File: config.mk
export PLATFORM = sky130hd
export DESIGN_NAME = keypad_scanner
export DESIGN_NICKNAME = d
export VERILOG_FILES = /design/src/rtl/keypad_scanner_pkg.sv /design/src/rtl/keypad_scanner_debounce.sv /design/src/rtl/keypad_scanner.sv
export SDC_FILE = /design/constraint.sdc
export NUM_CORES = 1
export LEC_CHECK = 0
export CORE_ASPECT_RATIO = 1.1
export CORE_MARGIN = 2
export CORE_UTILIZATION = 50
export DETAILED_ROUTE_END_ITERATION = 6
export PLACE_DENSITY = 0.71
export SLEW_MARGIN = 20
export SYNTH_ARGS = -nofsm -noshare
export SYNTH_HDL_FRONTEND = slang
export SYNTH_HIERARCHICAL = 1
export SYNTH_SLANG_ARGS = --single-unit
File: constraint.sdc
create_clock -name clk -period 15.7 [get_ports clk]
set_clock_uncertainty 0.2 [all_clocks]
set_input_delay 4.71 -clock clk [delete_from_list [all_inputs] [get_ports clk]]
set_output_delay 4.71 -clock clk [all_outputs]
set_load 0.05 [all_outputs]
File: src/rtl/keypad_scanner_pkg.sv
// Shared types, constants and key-code helpers for the 4x4 keypad scanner.
package keypad_scanner_pkg;

   localparam int unsigned COLS    = 4;
   localparam int unsigned ROWS    = 4;
   localparam int unsigned FRAME_W = COLS * ROWS;

   localparam logic ST_IDLE    = 1'b0;
   localparam logic ST_PRESSED = 1'b1;

   typedef enum logic [1:0] {
      CLS_NONE   = 2'd0,
      CLS_SINGLE = 2'd1,
      CLS_MULTI  = 2'd2
   } frame_cls_e;

   // Debounced frame summary handed from the debouncer to the scanner FSM.
   typedef struct packed {
      logic               frame_done;
      logic               stable;
      frame_cls_e         cls;
      logic [FRAME_W-1:0] frame;
   } frame_info_t;

   function automatic logic [3:0] kp_code(input logic [1:0] r, input logic [1:0] c);
      return {r, c};
   endfunction

   // Frame bit 4c+r is row r seen while column c was driven; 0 means pressed.
   function automatic frame_cls_e classify(input logic [FRAME_W-1:0] f);
      logic [4:0] zeros;
      zeros = '0;
      for (int unsigned i = 0; i < FRAME_W; i++) begin
         zeros = zeros + {4'b0000, ~f[4'(i)]};
      end
      if (zeros == 5'd0) begin
         return CLS_NONE;
      end else if (zeros == 5'd1) begin
         return CLS_SINGLE;
      end
      return CLS_MULTI;
   endfunction

   function automatic logic [3:0] frame_code(input logic [FRAME_W-1:0] f);
      logic [3:0] code;
      code = '0;
      for (int unsigned c = 0; c < COLS; c++) begin
         for (int unsigned r = 0; r < ROWS; r++) begin
            if (!f[4'(c * ROWS + r)]) begin
               code = kp_code(2'(r), 2'(c));
            end
         end
      end
      return code;
   endfunction

endpackage

File: src/rtl/keypad_scanner_debounce.sv
// Assembles per-column row samples into frames and counts consecutive identical frames.
module kp_debounce
   import keypad_scanner_pkg::*;
#(
   parameter int unsigned DEBOUNCE = 4
) (
   input  logic        clk,
   input  logic        rst_n,
   input  logic        capture,
   input  logic [1:0]  col,
   input  logic [3:0]  rows_s,
   output frame_info_t info
);

   localparam int unsigned ST_W = (DEBOUNCE < 1) ? 1 : $clog2(DEBOUNCE + 1);
   localparam logic [ST_W-1:0] ST_MAX = ST_W'(DEBOUNCE);

   logic [FRAME_W-1:0] frame_q, frame_d;
   logic [FRAME_W-1:0] prev_q, prev_d;
   logic [ST_W-1:0]    stable_cnt_q, stable_cnt_d;
   logic               done_q, done_d;
   logic               stable_q, stable_d;
   frame_cls_e         cls_q, cls_d;
   logic [FRAME_W-1:0] new_frame;

   always_comb begin
      frame_d      = frame_q;
      prev_d       = prev_q;
      stable_cnt_d = stable_cnt_q;
      done_d       = 1'b0;
      stable_d     = stable_q;
      cls_d        = cls_q;
      new_frame    = frame_q;
      new_frame[{col, 2'b00} +: 4] = rows_s;
      if (capture) begin
         frame_d = new_frame;
         // Capturing the last column closes the frame.
         if (col == 2'(COLS - 1)) begin
            done_d = 1'b1;
            if (new_frame == prev_q) begin
               stable_cnt_d = (stable_cnt_q == ST_MAX) ? stable_cnt_q : stable_cnt_q + ST_W'(1);
            end else begin
               stable_cnt_d = '0;
            end
            prev_d   = new_frame;
            stable_d = (stable_cnt_d == ST_MAX);
            cls_d    = classify(new_frame);
         end
      end
   end

   always_ff @(posedge clk or negedge rst_n) begin
      if (!rst_n) begin
         frame_q      <= '1;
         prev_q       <= '1;
         stable_cnt_q <= '0;
         done_q       <= 1'b0;
         stable_q     <= 1'b0;
         cls_q        <= CLS_NONE;
      end else begin
         frame_q      <= frame_d;
         prev_q       <= prev_d;
         stable_cnt_q <= stable_cnt_d;
         done_q       <= done_d;
         stable_q     <= stable_d;
         cls_q        <= cls_d;
      end
   end

   always_comb begin
      info.frame_done = done_q;
      info.stable     = stable_q;
      info.cls        = cls_q;
      info.frame      = prev_q;
   end

endmodule

File: src/rtl/keypad_scanner.sv
// 4x4 matrix keypad scanner: column drive, row synchroniser, press/release FSM and entry register.
module keypad_scanner
   import keypad_scanner_pkg::*;
#(
   parameter int unsigned SCAN_DIV = 1000,
   parameter int unsigned DEBOUNCE = 4
) (
   input  logic        clk,
   input  logic        nReset,
   input  logic [3:0]  rows,
   input  logic        clr,
   output logic [3:0]  cols,
   output logic [3:0]  key_code,
   output logic        key_valid,
   output logic [31:0] value,
   output logic        busy
);

   localparam int unsigned     CNT_W    = $clog2(SCAN_DIV);
   localparam logic [CNT_W-1:0] CNT_LAST = CNT_W'(SCAN_DIV - 1);

   logic [3:0]       rows_meta_q, rows_meta_d;
   logic [3:0]       rows_sync_q, rows_sync_d;
   logic [CNT_W-1:0] cnt_q, cnt_d;
   logic [1:0]       col_q, col_d;
   logic [3:0]       cols_q, cols_d;
   logic             state_q, state_d;
   logic [3:0]       key_code_q, key_code_d;
   logic             key_valid_q, key_valid_d;
   logic [31:0]      value_q, value_d;
   logic             busy_q, busy_d;
   logic             last_c;
   frame_info_t      info;

   // Synchroniser and column dwell/rotation.
   always_comb begin
      rows_meta_d = rows;
      rows_sync_d = rows_meta_q;
      last_c      = (cnt_q == CNT_LAST);
      cnt_d       = last_c ? '0 : cnt_q + CNT_W'(1);
      col_d       = last_c ? col_q + 2'd1 : col_q;
      cols_d      = ~(4'b0001 << col_d);
   end

   kp_debounce #(
      .DEBOUNCE (DEBOUNCE)
   ) u_debounce (
      .clk     (clk),
      .rst_n   (nReset),
      .capture (last_c),
      .col     (col_q),
      .rows_s  (rows_sync_q),
      .info    (info)
   );

   // Press/release FSM; acts only on completed frames.
   always_comb begin
      state_d     = state_q;
      key_valid_d = 1'b0;
      key_code_d  = key_code_q;
      value_d     = value_q;
      case (state_q)
         ST_IDLE: begin
            if (info.frame_done && info.stable && info.cls == CLS_SINGLE) begin
               state_d     = ST_PRESSED;
               key_valid_d = 1'b1;
               key_code_d  = frame_code(info.frame);
               value_d     = {value_q[27:0], key_code_d};
            end
         end
         ST_PRESSED: begin
            if (info.frame_done && info.stable && info.cls == CLS_NONE) begin
               state_d = ST_IDLE;
            end
         end
         default: state_d = ST_IDLE;
      endcase
      // A clear beats a simultaneous key entry.
      if (clr) begin
         value_d = '0;
      end
      busy_d = (state_d == ST_PRESSED);
   end

   always_ff @(posedge clk or negedge nReset) begin
      if (!nReset) begin
         rows_meta_q <= '1;
         rows_sync_q <= '1;
         cnt_q       <= '0;
         col_q       <= '0;
         cols_q      <= 4'b1110;
         state_q     <= ST_IDLE;
         key_code_q  <= '0;
         key_valid_q <= 1'b0;
         value_q     <= '0;
         busy_q      <= 1'b0;
      end else begin
         rows_meta_q <= rows_meta_d;
         rows_sync_q <= rows_sync_d;
         cnt_q       <= cnt_d;
         col_q       <= col_d;
         cols_q      <= cols_d;
         state_q     <= state_d;
         key_code_q  <= key_code_d;
         key_valid_q <= key_valid_d;
         value_q     <= value_d;
         busy_q      <= busy_d;
      end
   end

   always_comb begin
      cols      = cols_q;
      key_code  = key_code_q;
      key_valid = key_valid_q;
      value     = value_q;
      busy      = busy_q;
   end

endmodule

* Word-level counts from Yosys, hierarchy flattened
Cells that the tools add are included.
W data, S select, Z words.
** Storage, ports and cells
- Input bits :: 7
- Bits in registers :: 101
** Cells by class
- Add/subtract/negate cells :: 19
- Reductions and logical operators :: 9
- Equality and inequality tests :: 8
- Bitwise gates (word level) :: 18
- Muxes and demuxes :: 38
- Shift operators :: 3
** Operators by type and width (number)
- $mux W32 :: 3
- $add A5 B1 Y5 :: 14
- $mux W4 :: 14
- $not A1 Y1 :: 17
- $bwmux W16 :: 1
- $eq A16 B16 Y1 :: 1
- $shift A4 B6 Y16 const A :: 1
- $shiftx A4 B6 Y16 :: 1
- $mux W3 :: 5
- $add A10 B1 Y10 const B :: 1
- $eq A10 B10 Y1 const B :: 1
- $mux W10 :: 1
- $mux W1 :: 9
- $mux W2 :: 4
- $eq A3 B3 Y1 const B :: 2
- $neg A4 Y6 :: 1
- $reduce_and A2 Y1 :: 3
- $eq A5 B1 Y1 const B :: 1
- $logic_not A5 Y1 :: 1
- $not A4 Y4 :: 1
- $shl A1 B2 Y4 const A :: 1
- $add A3 B1 Y3 const B :: 1
- $logic_and A1 B1 Y1 :: 3
- $add A1 B1 Y2 :: 1
- 7 further kinds :: 7

* Depth between registers and ports, before layout
- Depth in word-level cells :: 25
- Gate-level depth with buffers :: 20

* Cells and area by module
The synthesis kept the hierarchy.
** By module, submodules not included
- kp_debounce :: cells each 274, area each 2701.3 um^2, instances 1, sequential area each 1016.0 um^2
- keypad_scanner :: cells each 244, area each 2516.2 um^2, instances 1, sequential area each 1565.3 um^2

* Worst setup path before layout
No wires, ideal clock.
- Kind :: register to output
- Start :: register cols_q[1], in the netlist cols[1]
- End :: output port cols[1]
- Data arrival time :: 0.656 ns
- Setup slack :: 10.134 ns
- Buffers on the path :: 0
- Stages on the path, launching flop included :: 1
- Required time :: 10.790 ns
- Path through :: dfstp_2
** RTL lines
- from (decl) :: line keypad_scanner.sv:26 : logic [3:0] cols_q, cols_d;
- from (signal assigned) :: line keypad_scanner.sv:102 : cols_q <= cols_d;
- to (decl) :: line keypad_scanner.sv:12 : output logic [3:0] cols,
No word-level cell between the ends.

* Worst setup path after layout
- Start :: register cols_q[1], in the netlist cols[1]
- End :: output port cols[1]
No word-level cell between the ends.

==> impl_metrics.tcl <==
set metrics [dict create \
    maxCapViolCount 0 \
    gp_congestion 0.842 \
    routed_wl_um 10800 \
    cp_cell_sequence "clkdlybuf4s50_1" \
    post-place-ws_ns 9.20 \
    die_h_um 111 \
    cts_num_sinks 101 \
    clk_latency_ns 0.34 \
    hold_viol 0 \
    syn-mean-instance-area_um2 10.1 \
    postRouteAntennaNets 0 \
    ys_seq_area_frac 0.495 \
    drc 0 \
    async_reset_ff_frac 1.00 \
    grt_pass1_wl_um 18700 \
    end_kind "output pin" \
    die_w_um 101 \
    post_cts_buffers 0 \
    viasPerCell 5.44 \
    numCtsBuffers 9 \
    cts_tree "built" \
    path_clk_slew_ns 0.06 \
    finalCritPeriodShare 0.418 \
    relSlewSlack 0.361 \
    cp_top_family "buffers and inverters" \
    multi_input_area_um2 2400 \
    cpMaxStageDelayCell "clkdlybuf4s50_1" \
    netlist_area_um2 5220 \
    clk_root_buffer_cell "clkbuf_16" \
    hold_ws_ns 0.156 \
    rows 39 \
    arrival_ns 1.65 \
    crit_path_max_incr_delay_ns 0.79 \
    p_leak_nw 2.44 \
    critical_path_class "reg2out" \
    regArea_um2 2580 \
    critPathBufInv 1 \
    fin_crit_ns 6.56 \
    peakVddDrop_uv 46.2 \
    synthCells 518 \
    place_hpwl_um 7540 \
    dieArea_um2 11300 \
    p_per_area_nw_per_um2 82.6 \
    final_common_cell "nand2_1" \
    syn_nets 548 \
    max_freq_mhz 152 \
    tns_ns 0 \
    dr.pass1.iters 4 \
    grt_max_degree 54 \
    status "finished clean" \
    ys_types 68 \
    power_w 0.000499 \
    grt_pass1_vias 3833 \
    first_iter_violations 230 \
    hold_buffers 0 \
    ys_ff_latch 101 \
    setup_viol_count_final 0 \
    core_um2 10300 \
    rsz0062_at_grt "no" \
    routedWlPerCell_um 15.5 \
    area_growth_pct 15.8 \
    grt_use_total 0.209 \
    synth_edf_count 0 \
    setup.worst_path.start_class "register" \
    nNetsFinal 582 \
    tightest_slew_ns 0.945 \
    drive_gt1_frac 0.154 \
    cp_data_required_time_ns 10.79 \
    post_cts_resize_count 0 \
    portBuffers 48 \
    crit_fanout 1 \
    h-tree-depth 3 \
    yosys_most_used_dff "dfrtp_1" \
    yosysWarnings 6 \
    io_pins 49 \
    overflow 0 \
    vias 3807 \
    grt_antenna_before_repair 0 \
    finalWorstSetupSlack_ns 9.14 \
    final_cell_mix "87 x nand2_1, 58 x dfrtp_1, 51 x a21oi_1" \
    antennaDiodeCount 0 \
    start_util 0.507 \
    utilization 0.587 \
    hold_class "reg2reg" \
    clock_path_buffers 2 \
    drv_slew 0 \
    nFillCells 875 \
]
## per-layer routing
metal / global-route usage / part of all wire / up-vias
met5: 0 / 0 / -
met4: 0.0712 / 0.011 / 0
met3: 0.0397 / 0.039 / 9
met2: 0.336 / 0.50 / 90
met1: 0.283 / 0.45 / 1856
li1: - / - / 1852
## synthesized netlist by cell type, drive strengths merged, types with 3 or more instances
master | n | share of area
nand2 | 88 | 0.064
dfrtp | 58 | 0.28
a21oi | 52 | 0.051
dfstp | 43 | 0.22
nor2 | 37 | 0.027
inv | 25 | 0.018
o21ai | 18 | 0.017
buf | 15 | 0.019
xnor2 | 14 | 0.024
clkbuf | 13 | 0.0094
ha | 13 | 0.031
xor2 | 11 | 0.020
fa | 10 | 0.038
nand3 | 10 | 0.0096
nor2b | 10 | 0.012
nor3 | 9 | 0.011
nand4 | 6 | 0.0072
a41oi | 5 | 0.0098
and3 | 5 | 0.0060
nor4 | 5 | 0.0060
nor4bb | 5 | 0.0096
a211oi | 4 | 0.0058
a21o | 4 | 0.0058
a22o | 4 | 0.0067
a31oi | 4 | 0.0048
and2 | 3 | 0.0036
and4b | 3 | 0.0058
mux2 | 3 | 0.0065
nor3b | 3 | 0.0053
o22ai | 3 | 0.0036
or3b | 3 | 0.0050
## state kept, by name (all words and copies together) (netlist names)
register                 cells
rows_sync_q                  4
u_debounce/frame_q          16
cols                         4
u_debounce/stable_cnt_q      3
u_debounce/prev_q           16
busy                         1
u_debounce/stable_q          1
col_q                        2
key_code                     4
value                       32
u_debounce/done_q            1
u_debounce/cls_q             2
rows_meta_q                  4
cnt_q                       10
key_valid                    1
## kinds of logic after synthesis
family,synth area share
adders and majority gates,0.0695
AOI/OAI and AO/OA,0.138
and+or+nand+nor,0.195
buffers and inverters,0.0460
xor gates and xnor gates,0.0434
muxes,0.0127
DFF,0.495
## through the flow
step,area (um^2),instances
floorplan,5220,518
global placement,5750,684
detailed placement,5750,684
CTS,6040,700
global route,6040,700
finish,6040,700
## area by class of cell
| class | count | share of cell area |
|---|---|---|
| inverters | 25 | 0.0155 |
| repair buffers | 51 | 0.0820 |
| clock buffers | 11 | 0.0385 |
| multi-input cells | 364 | 0.397 |
| flip-flops and latches | 101 | 0.427 |
| clock inverters | 5 | 0.0102 |
| well taps | 143 | 0.0296 |
## power by group
group | leakage [nW] | total, W | internal (W) | switching [W]
registers | 1.24 | 0.000264 | 0.000263 | 0.00000166
logic | 1.06 | 0.0000153 | 0.00000494 | 0.0000104
clock network | 0.144 | 0.000219 | 0.000125 | 0.0000947
## path summary, 6_finish.rpt
kind                       cells after the start                     start  slack (ns)                              end
min reg2reg                                    0  rows_meta_q[0]$_DFF_PN1_        0.16         rows_sync_q[0]$_DFF_PN1_
max reg2reg                                   16        col_q[0]$_DFF_PN0_        9.59  u_debounce/cls_q[0]$_DFFE_PN0P_
max                                            1         cols[1]$_DFF_PN1_        9.14                          cols[1]
min in group asynchronous                      1                    nReset        4.17            value[16]$_DFFE_PN0P_
max in group asynchronous                      2                    nReset       10.05               col_q[0]$_DFF_PN0_
min                                            0  rows_meta_q[0]$_DFF_PN1_        0.16         rows_sync_q[0]$_DFF_PN1_
No activity file was read; power rests on OpenSTA's default activity.
